`src/rtl/header_frame_rx_pkg.sv`:
```
// Shared definitions for the block header frame receiver.
// Holds the frame geometry, the sync marker, the default timeout and the
// receiver state encoding used by header_frame_rx and its helpers.
package header_frame_rx_pkg;

   localparam int         HEADER_BYTES           = 80;
   localparam int         HEADER_W               = 8 * HEADER_BYTES;
   localparam logic [7:0] SYNC_BYTE              = 8'hA5;
   localparam int         TIMEOUT_CYCLES_DEFAULT = 5000000;

   typedef enum logic [1:0] {
      IDLE    = 2'd0,
      PAYLOAD = 2'd1,
      CHECK   = 2'd2
   } rxState_t;

   // Counter width able to hold 0..n-1; never narrower than one bit.
   function automatic int widthOf(input int n);
      return (n > 1) ? $clog2(n) : 1;
   endfunction

endpackage

```
`src/rtl/header_frame_rx_if.sv`:
```
// Byte-in / header-out bundle of the block header frame receiver.
// master: byte source (drives rx_data/rx_valid, observes results).
// slave : receiver (consumes bytes, drives header, strobes, byteCount, busy).
interface header_frame_rx_if
   import header_frame_rx_pkg::*;
   ();

   logic [7:0]          rx_data;
   logic                rx_valid;
   logic [HEADER_W-1:0] blockHeader;
   logic                header_valid;
   logic                frame_error;
   logic                timeout_error;
   logic [31:0]         byteCount;
   logic                busy;

   modport master (
      output rx_data, rx_valid,
      input  blockHeader, header_valid, frame_error, timeout_error, byteCount, busy
   );

   modport slave (
      input  rx_data, rx_valid,
      output blockHeader, header_valid, frame_error, timeout_error, byteCount, busy
   );

endinterface

```
`src/rtl/header_frame_rx_timer.sv`:
```
// Mid-frame inactivity timer: counts idle clocks while a frame is open.
// Latency: expire is combinational, true in the cycle whose edge ends the frame.
// No backpressure: a byte in the expiry cycle reloads the timer and suppresses expiry.
// Ports: clock, reset (sync, active-high), active (frame open),
//        load (byte accepted this cycle), expire (abort on this edge).
module frame_timeout_timer
   import header_frame_rx_pkg::*;
#(
   parameter int TIMEOUT_CYCLES = TIMEOUT_CYCLES_DEFAULT
) (
   input  logic clock,
   input  logic reset,
   input  logic active,
   input  logic load,
   output logic expire
);

   localparam int            TW   = widthOf(TIMEOUT_CYCLES);
   localparam logic [TW-1:0] LAST = TW'(TIMEOUT_CYCLES - 1);

   logic [TW-1:0] idleCount;

   // idleCount holds the number of idle clocks since the last byte, so
   // reaching LAST with no byte means this edge is the TIMEOUT_CYCLES-th idle one.
   assign expire = active && !load && (idleCount == LAST);

   always_ff @(posedge clock) begin
      if (reset) begin
         idleCount <= '0;
      end else if (!active || load || expire) begin
         idleCount <= '0;
      end else begin
         idleCount <= idleCount + 1'b1;
      end
   end

endmodule

```
`src/rtl/header_frame_rx.sv`:
```
// Assembles the 640-bit block header from the UART byte stream (sync, payload, XOR checksum).
// Latency: header_valid/frame_error one clock after the checksum byte's rx_valid cycle.
// No backpressure: a byte may arrive every cycle and is always consumed.
// Ports: clock, reset (sync, active-high), bus (header_frame_rx_if.slave):
//        rx_data/rx_valid in; blockHeader, header_valid, frame_error,
//        timeout_error, byteCount, busy out (all registered).
module header_frame_rx
   import header_frame_rx_pkg::*;
#(
   parameter int TIMEOUT_CYCLES = TIMEOUT_CYCLES_DEFAULT
) (
   input  logic             clock,
   input  logic             reset,
   header_frame_rx_if.slave bus
);

   localparam int            IW         = widthOf(HEADER_BYTES);
   localparam logic [IW-1:0] LAST_INDEX = IW'(HEADER_BYTES - 1);

   rxState_t            state;
   logic [IW-1:0]       index;
   logic [7:0]          checksum;
   logic [HEADER_W-1:0] shiftReg;
   logic [HEADER_W-1:0] blockHeader;
   logic                headerValid;
   logic                frameError;
   logic                timeoutError;
   logic [31:0]         byteCount;
   logic                busy;
   logic                timerExpire;

   // busy is the registered "frame open" flag, so it doubles as the timer enable.
   frame_timeout_timer #(
      .TIMEOUT_CYCLES(TIMEOUT_CYCLES)
   ) u_timer (
      .clock  (clock),
      .reset  (reset),
      .active (busy),
      .load   (bus.rx_valid),
      .expire (timerExpire)
   );

   always_ff @(posedge clock) begin
      if (reset) begin
         state        <= IDLE;
         index        <= '0;
         checksum     <= '0;
         shiftReg     <= '0;
         blockHeader  <= '0;
         headerValid  <= 1'b0;
         frameError   <= 1'b0;
         timeoutError <= 1'b0;
         byteCount    <= '0;
         busy         <= 1'b0;
      end else begin
         headerValid  <= 1'b0;
         frameError   <= 1'b0;
         timeoutError <= 1'b0;

         // Every received byte is counted, whether or not it belongs to a frame.
         if (bus.rx_valid) begin
            byteCount <= byteCount + 32'd1;
         end

         unique case (state)
            IDLE: begin
               if (bus.rx_valid && (bus.rx_data == SYNC_BYTE)) begin
                  state    <= PAYLOAD;
                  busy     <= 1'b1;
                  index    <= '0;
                  checksum <= '0;
               end
            end

            PAYLOAD: begin
               // A sync value inside the payload is plain data; no resync.
               if (bus.rx_valid) begin
                  shiftReg <= {shiftReg[HEADER_W-9:0], bus.rx_data};
                  checksum <= checksum ^ bus.rx_data;
                  if (index == LAST_INDEX) begin
                     state <= CHECK;
                  end else begin
                     index <= index + 1'b1;
                  end
               end else if (timerExpire) begin
                  state        <= IDLE;
                  busy         <= 1'b0;
                  timeoutError <= 1'b1;
               end
            end

            CHECK: begin
               if (bus.rx_valid) begin
                  state <= IDLE;
                  busy  <= 1'b0;
                  if (bus.rx_data == checksum) begin
                     blockHeader <= shiftReg;
                     headerValid <= 1'b1;
                  end else begin
                     frameError  <= 1'b1;
                  end
               end else if (timerExpire) begin
                  state        <= IDLE;
                  busy         <= 1'b0;
                  timeoutError <= 1'b1;
               end
            end

            default: begin
               state <= IDLE;
               busy  <= 1'b0;
            end
         endcase
      end
   end

   assign bus.blockHeader   = blockHeader;
   assign bus.header_valid  = headerValid;
   assign bus.frame_error   = frameError;
   assign bus.timeout_error = timeoutError;
   assign bus.byteCount     = byteCount;
   assign bus.busy          = busy;

endmodule

```
`src/flat_wrapper.sv`:
```
// flat-port wrapper written by rule: the top's interface ports become plain ports
module header_frame_rx_flat import header_frame_rx_pkg::*;
#(
   parameter int TIMEOUT_CYCLES = TIMEOUT_CYCLES_DEFAULT
)
  (clock, reset, bus_rx_data, bus_rx_valid, bus_blockHeader, bus_header_valid, bus_frame_error, bus_timeout_error, bus_byteCount, bus_busy);
  header_frame_rx_if bus_i ();
  input  logic clock;
  input  logic reset;
  input wire logic [$bits(bus_i.rx_data)-1:0] bus_rx_data;
  input wire logic [$bits(bus_i.rx_valid)-1:0] bus_rx_valid;
  output wire logic [$bits(bus_i.blockHeader)-1:0] bus_blockHeader;
  output wire logic [$bits(bus_i.header_valid)-1:0] bus_header_valid;
  output wire logic [$bits(bus_i.frame_error)-1:0] bus_frame_error;
  output wire logic [$bits(bus_i.timeout_error)-1:0] bus_timeout_error;
  output wire logic [$bits(bus_i.byteCount)-1:0] bus_byteCount;
  output wire logic [$bits(bus_i.busy)-1:0] bus_busy;
  assign bus_i.rx_data = bus_rx_data;
  assign bus_i.rx_valid = bus_rx_valid;
  assign bus_blockHeader = bus_i.blockHeader;
  assign bus_header_valid = bus_i.header_valid;
  assign bus_frame_error = bus_i.frame_error;
  assign bus_timeout_error = bus_i.timeout_error;
  assign bus_byteCount = bus_i.byteCount;
  assign bus_busy = bus_i.busy;
  header_frame_rx #(.TIMEOUT_CYCLES(TIMEOUT_CYCLES)) u_core (.clock(clock), .reset(reset), .bus(bus_i));
endmodule
```
`config.mk`:
```
export PLATFORM = sky130hd
export DESIGN_NAME = header_frame_rx_flat
export DESIGN_NICKNAME = d
export VERILOG_FILES = /design/src/rtl/header_frame_rx_pkg.sv /design/src/rtl/header_frame_rx_if.sv /design/src/rtl/header_frame_rx_timer.sv /design/src/rtl/header_frame_rx.sv /design/src/flat_wrapper.sv
export SDC_FILE = /design/constraint.sdc
export NUM_CORES = 2
export LEC_CHECK = 0
export BUFFER_PORTS_ARGS = -buffer_cell sky130_fd_sc_hd__buf_2
export CORE_ASPECT_RATIO = 1.1
export CORE_MARGIN = 2
export CORE_UTILIZATION = 40
export DETAILED_ROUTE_END_ITERATION = 8
export GPL_ROUTABILITY_DRIVEN = 1
export PLACE_DENSITY_LB_ADDON = 0.15
export SETUP_SLACK_MARGIN = 0.05
export SLEW_MARGIN = 20
export SYNTH_ARGS = -nofsm -noshare
export SYNTH_HDL_FRONTEND = slang
export SYNTH_SLANG_ARGS = --single-unit
export TNS_END_PERCENT = 50
```
`constraint.sdc`:
```
create_clock -name clock -period 2.7 [get_ports clock]
set_input_delay 0.405 -clock clock [delete_from_list [all_inputs] [get_ports clock]]
set_output_delay 0.405 -clock clock [all_outputs]
set_load 0.1 [all_outputs]
```
Word-level counts from Yosys, hierarchy flattened
Cells that the tools add are included.
{"block": "totals", "regBits": 1356, "in_bits": 11, "out_inout_bits": 676, "elab_cells": 69}
{"block": "op_classes", "addsub": 3, "n_eq_ne": 11, "muxes": 21, "bitwise": 4, "n_reduce_logical": 19}
{"cell": "adder 32 x 1 -> 32 bit (second input constant)", "count": 1}
{"cell": "adder 23 x 1 -> 23 bit (second input constant)", "count": 1}
{"cell": "== test 23 bit (second input constant)", "count": 1}
{"cell": "two-way mux 7 bit", "count": 3}
{"cell": "two-way mux 8 bit", "count": 2}
{"cell": "one-hot mux 8 bit (2 select lines)", "count": 1}
{"cell": "one-hot mux 7 bit (2 select lines)", "count": 1}
{"cell": "two-way mux 2 bit", "count": 5}
{"cell": "== test 8 bit", "count": 1}
{"cell": "== test 8 bit (second input constant)", "count": 1}
{"cell": "bitwise XOR 8 bit", "count": 1}
{"cell": "adder 7 x 1 -> 7 bit (second input constant)", "count": 1}
{"cell": "== test 7 bit (second input constant)", "count": 1}
{"cell": "two-way mux 1 bit", "count": 7}
{"cell": "!= test 2 bit (second input constant)", "count": 3}
{"cell": "one-hot mux 2 bit (3 select lines)", "count": 1}
{"cell": "AND reduction 2 bit", "count": 3}
{"cell": "AND reduction 3 bit", "count": 2}
{"cell": "OR reduction 3 bit", "count": 2}
{"cell": "AND reduction 4 bit", "count": 1}
{"cell": "OR reduction 2 bit", "count": 2}
{"cell": "logical AND 1 bit", "count": 3}
{"cell": "!= test 3 x 2 -> 1 bit (second input constant)", "count": 1}
{"cell": "NOT 1 bit", "count": 3}
{"cell": "other kinds (8)", "count": 10}

Longest topological paths before layout
{"block": "logic_depth", "word_depth": 6, "mapped_depth": 10, "ltp_nobuf": 7}

By module
A second synthesis with hierarchy kept.
{"block": "hier_totals", "cells_unflattened": 5995, "hier_area_um2": 53605.2}
{"module": "header_frame_rx", "instances": 1, "cells_per_inst": 5869, "area_per_inst_um2": 52489.1, "seq_area_each_um2": 26685.6}
{"module": "frame_timeout_timer", "instances": 1, "cells_per_inst": 126, "area_per_inst_um2": 1116.1, "seq_area_each_um2": 460.4}

Least setup slack after synthesis
Ideal clock, no wire load.
{"block": "synth_timing", "path_type": "flip-flop to flip-flop", "from": "reg u_core.byteCount[11] (netlist: u_core.bus.byteCount[11])", "to": "reg u_core.byteCount[24] (netlist: u_core.bus.byteCount[24])", "setup_time_ns": 0.128, "t_arrival_ns": 2.528, "required_time_ns": 2.572, "setup_slack_ns": 0.044, "stages_incl_launch_ff": 8, "n_path_buf": 2, "synth_period_minus_slack_ns": 2.656, "cell_sequence": "dfxtp_1 > nand4_2 > or4_4 > buf_6 > buf_12 > nor4_2 > xnor2_1 > nor2_1"}
{"block": "synth_between", "elab_chain_cells": 1}
{"item": "start, declared", "line_no": "header_frame_rx.sv:28", "rtl": "logic [31:0] byteCount;"}
{"item": "start signal, assigned", "line_no": "header_frame_rx.sv:62", "rtl": "byteCount <= byteCount + 32'd1;"}
{"item": "adder 32 x 1 -> 32 bit", "line_no": "header_frame_rx.sv:62"}
Every way passes these cells.
A chain may end at the register's enable or synchronous reset.

Final worst setup path
{"block": "layout_timing", "from": "in bus_rx_data[5]", "to": "reg u_core.blockHeader[159] (netlist: u_core.bus.blockHeader[159])"}
{"block": "layout_between", "elab_chain_cells": 2}
{"item": "start, declared", "line_no": "flat_wrapper.sv:10", "rtl": "input wire logic [$bits(bus_i.rx_data)-1:0] bus_rx_data;"}
{"item": "== test 8 bit", "line_no": "header_frame_rx.sv:96", "rtl": "if (bus.rx_data == checksum) begin"}
{"item": "AND reduction 3 bit (no line)"}
{"item": "end signal, assigned", "line_no": "header_frame_rx.sv:97", "rtl": "blockHeader <= shiftReg;"}
{"item": "end, declared", "line_no": "header_frame_rx.sv:24", "rtl": "logic [HEADER_W-1:0] blockHeader;"}
Every way passes these cells.

==> flow_results.org <==
** Placement
- Number of cells in the design after placement :: 7862
- The congestion estimate from routability-driven global placement came to 0.844.
- OpenSTA, run right after detailed placement, puts the worst setup slack at 0.320 ns.
- After detailed placement, the total cell area comes to 52200 sq um.
- In this run the tool buffered the top-level ports with 686 buffer cells.
- Post-detailed-placement half-perimeter wirelength :: 94.6 mm

** Synthesis
- In this run, synthesis inferred 0 flip-flops with an integrated enable.
- Largest area contributor in the synthesized netlist :: sky130_fd_sc_hd__dfxtp_1
- Sequential fraction of the synthesis area :: 57.8%
- Synthesized area per cell :: 7.85 sq um
- Warnings from Yosys :: 0
- Counting flops and latches in the post-synthesis netlist gives 1356.
- The top cell type by area accounts for 57.8% of the synthesized area.
- Synthesis produced 5978 cells.
- The cell area that synthesis handed to floorplanning was 46900 sq um.
- Post-synth net total :: 5996
- Top cell types by occurrence after synthesis :: sky130_fd_sc_hd__nand2_1, sky130_fd_sc_hd__dfxtp_1, sky130_fd_sc_hd__a21oi_1
- Sorting the synthesized cells by area gives the leading types as sky130_fd_sc_hd__dfxtp_1, sky130_fd_sc_hd__nand2_1, sky130_fd_sc_hd__a21oi_1.
- Most common flop cell mapped by yosys :: sky130_fd_sc_hd__dfxtp_1
- Proportion of register bits with asynchronous set or reset after synthesis :: 0%
- Cell with the most instances after synthesis :: sky130_fd_sc_hd__nand2_1
- After synthesis, the netlist uses 47 different library cells.

** Worst hold path
- Worst hold path startpoint :: reset
- Worst min path class :: input pin to flop
- The path with the worst hold slack has its endpoint at u_core.bus.byteCount[22].
- The worst hold path was traced through 2 stages.

** Worst setup path
- Worst setup SP type :: input pin
- Delay of the slowest cell on the worst path :: 0.54 ns
- Worst-case register-to-register setup slack :: 0.50 ns
- STA classifies the critical path endpoint as a flop.
- Peak fanout along the critical path :: 38
- The critical path starts at bus_rx_data[5].
- The critical path is of the input pin to flop type.
- In this run the critical register-to-register path is captured at u_core.bus.blockHeader[159].
- The worst register-to-register path begins at u_core.checksum[5].
- Counting cells, the worst reg-to-reg path comes to 7.
- Worst path cell trace :: dlygate4sd3_1, buf_2, xnor2_1, nand4_1, or3_4, buf_12, buf_4, nand2_1, a21oi_1
- Master of the slowest instance on the critical path :: sky130_fd_sc_hd__or3_4
- For the worst setup path, the data arrival time is 2.80 ns.
- For the worst setup path, the data required time is 3.30 ns.
- Cell family with most CP delay :: buffers and inverters
- Count of buffer and inverter cells on the critical path :: 4

** STA
- Minimum clock period :: 2.20 ns
- The final count of pins violating max slew is 0.
- Number of hold-slack violations in the final timing report :: 0
- Setup violations remaining at the end of the flow were counted as 0.
- Derived from the worst setup path, the maximum achievable clock frequency is 454 MHz.
- Setup total negative slack on the finished layout was measured at 0 ns.
- Setup slack on the critical path of the routed design comes to 0.497 ns.
- Setup repair after global routing left no endpoint under its margin.
- Across the routed clock network, the largest skew measured is 0.0337 ns.
- Final critical-path share of the clock period :: 81.6%
- Normalized max-slew margin :: 51.1%
- Slew of the pin with the lowest slew margin :: 0.727 ns

** Floorplanning
- The floorplan step set the die width to 331 microns.
- Number of top-level pins :: 687
- The floorplan step defined a core boundary enclosing 116000 sq um.
- The die covers 120000 sq um.
- Rows :: 131
- The initial utilization of the core area, before any placement, comes to 40.4%.
- Die Y-Extent :: 363 microns

** Drt
- Dividing the detail-routed wire length by the instance count gives 17.4 microns.
- The routed layout has 40500 vias.
- In the routed layout, each cell is associated on average with a via count of 4.98.
- Post-detailed-route count of antenna-violating nets :: 0
- For this block, the initial DRC count from the detailed router was 2931.
- Number of design rule violations left after detail routing :: 0
- After detailed routing, the total wire length is 141 mm.
- Before antenna repair, the detailed router went through 5 iterations.

** Pwr
- Static Leak :: 20.8 nW
- Portion of total power attributed to the clock network :: 49.0%
- For this design the ratio of total power to cell area is 706 nW/um^2.
- Internal :: 0.0317 W
- IR drop worst, VDD :: 0.451 mV
- Comb power frac :: 1.3%
- Power spent charging and discharging nets :: 0.00848 W
- Sequential share of power :: 49.8%
- In this run switching power makes up 21.1% of total power.

** Global route
- Total grt overflow :: 0
- Initial antenna violation count :: 0
- The via count of the first global-routing pass is 37500.
- Entering global routing, the biggest net connects 129 pins.
- The first global-routing pass estimated 217 mm of wire.
- Total global-route track usage :: 22.7%

** Clock network
- TritonCTS built the clock tree.
- Resized cells post-CTS :: 0
- Number of buffers created by CTS :: 142
- Clock Path Buffers :: 3
- Clock slew at the register clock pins of the worst setup and hold paths :: 0.06 ns
- The tree is rooted in a sky130_fd_sc_hd__clkbuf_16.
- Clk_lat worst skew :: 0.77 ns
- The H-tree was split into 4 levels.
- The tree built by TritonCTS fans out to 1356 sinks.

** Status
- The run finished with clean final reports.

** Layout
- Measured on the finished design, the core utilization comes to 49.0%.
- The final layout contains 6503 nets.
- Layout cells sized above 1 :: 15.7%
- Antenna Cells :: 0
- Finished layout cell area :: 57000 sq um
- Layout filler cell count :: 11500
- Layout overhead on the synthesized area :: 21.4%
- Excluding fillers, the count of instances in the completed layout stands at 8125.

** Flow run
- Max-cap violations in this run came to 0.
what timing repair did:
| action | 4_1_cts | 5_1_grt |
|---|---|---|
| setup buffers | 0 | 0 |
| hold buffers | 8 | 0 |
| setup endpoints to repair | 0 | 0 |
| endpoints found under the hold margin | 8 | 0 |
power groups by stage:
stage | Sequential [W] | Clock (W) | Combinational (W)
2_1_floorplan | 0.0205 | 0 | 0.000295
5_1_grt | 0.0200 | 0.0210 | 0.000545
6_report | 0.0200 | 0.0197 | 0.000506
3_5_place_dp | 0.0205 | 0 | 0.000497
3_3_place_gp | 0.0205 | 0 | 0.000498
4_1_cts | 0.0200 | 0.0202 | 0.000508
kinds of logic (layout without fill, tap and decap cells):
family	count (synthesis)	after routing	synth area share [%]
compound gates	1331	1331	14.3
xor+xnor	58	58	1.08
fa+ha+maj	7	7	0.187
buf+inv	455	1073	3.70
flops	1356	1356	57.8
mux	2	2	0.0426
simple gates	2769	2769	22.8
routing by layer:
layer	vias up	part of all wire (%)	GRT usage, %
met2	909	45	34.7
met4	0	3.3	8.54
met3	202	8.3	7.90
li1	20300	-	-
met1	19000	44	29.4
met5	-	0	0
sequential cells by signal (all words and copies together), names as in the netlist, 2 cells and up:
| signal | flops |
|---|---|
| u_core.bus.blockHeader | 640 |
| u_core.shiftReg | 640 |
| u_core.bus.byteCount | 32 |
| u_core.u_timer.idleCount | 23 |
| u_core.checksum | 8 |
| u_core.index | 7 |
| u_core.state | 2 |
layout by cell type, fill, tap and decap left out, drive strengths merged, types with 3 or more instances in the layout:
| cell | instances |
|---|---|
| buf | 795 |
| dfxtp | 1356 |
| nand2 | 2594 |
| clkbuf | 211 |
| nand3b | 4 |
| and4 | 6 |
| and3 | 7 |
| nor4 | 15 |
| nor2 | 69 |
| clkinvlp | 4 |
| bufinv | 7 |
| o211ai | 4 |
| nand2b | 3 |
| xnor2 | 35 |
| nand3 | 21 |
| o32ai | 4 |
| clkinv | 27 |
| a21oi | 1289 |
| o21bai | 4 |
| ha | 7 |
| nor3 | 15 |
| dlygate4sd3 | 8 |
| o21ai | 20 |
| xor2 | 23 |
| inv | 21 |
| or3 | 7 |
| nand4 | 18 |
how the worst max path moves through the flow:
stage	endpoint	slack [ns]	depth (start not counted)
2_1_floorplan	u_core.bus.byteCount[24]	0.06	7
3_3_place_gp	u_core.bus.blockHeader[24]	0.38	8
3_5_place_dp	u_core.bus.blockHeader[70]	0.32	8
4_1_cts	u_core.shiftReg[628]	0.51	6
5_1_grt	u_core.shiftReg[340]	0.35	7
6_report	u_core.bus.blockHeader[159]	0.50	9
final cells by class:
cell class / count / area (sq um) / area share (%)
Sequential cell: 1356 / 27100 / 47.6
Multi-Input combinational cell: 4167 / 18100 / 31.7
Timing Repair Buffer: 803 / 5050 / 8.87
Clock buffer: 211 / 4270 / 7.50
Tap cell: 1529 / 1910 / 3.36
Clock inverter: 44 / 450 / 0.791
Inverter: 15 / 56.3 / 0.0988
per-stage QoR:
stage | hold WS, ns | total power [W]
floorplan | 0.432 | 0.0208
global placement | 0.438 | 0.0210
detailed placement | 0.443 | 0.0210
CTS | 0.0502 | 0.0407
global route | 0.0622 | 0.0415
finish | 0.0660 | 0.0402
Note: power is estimated with default switching activity, not from simulation.
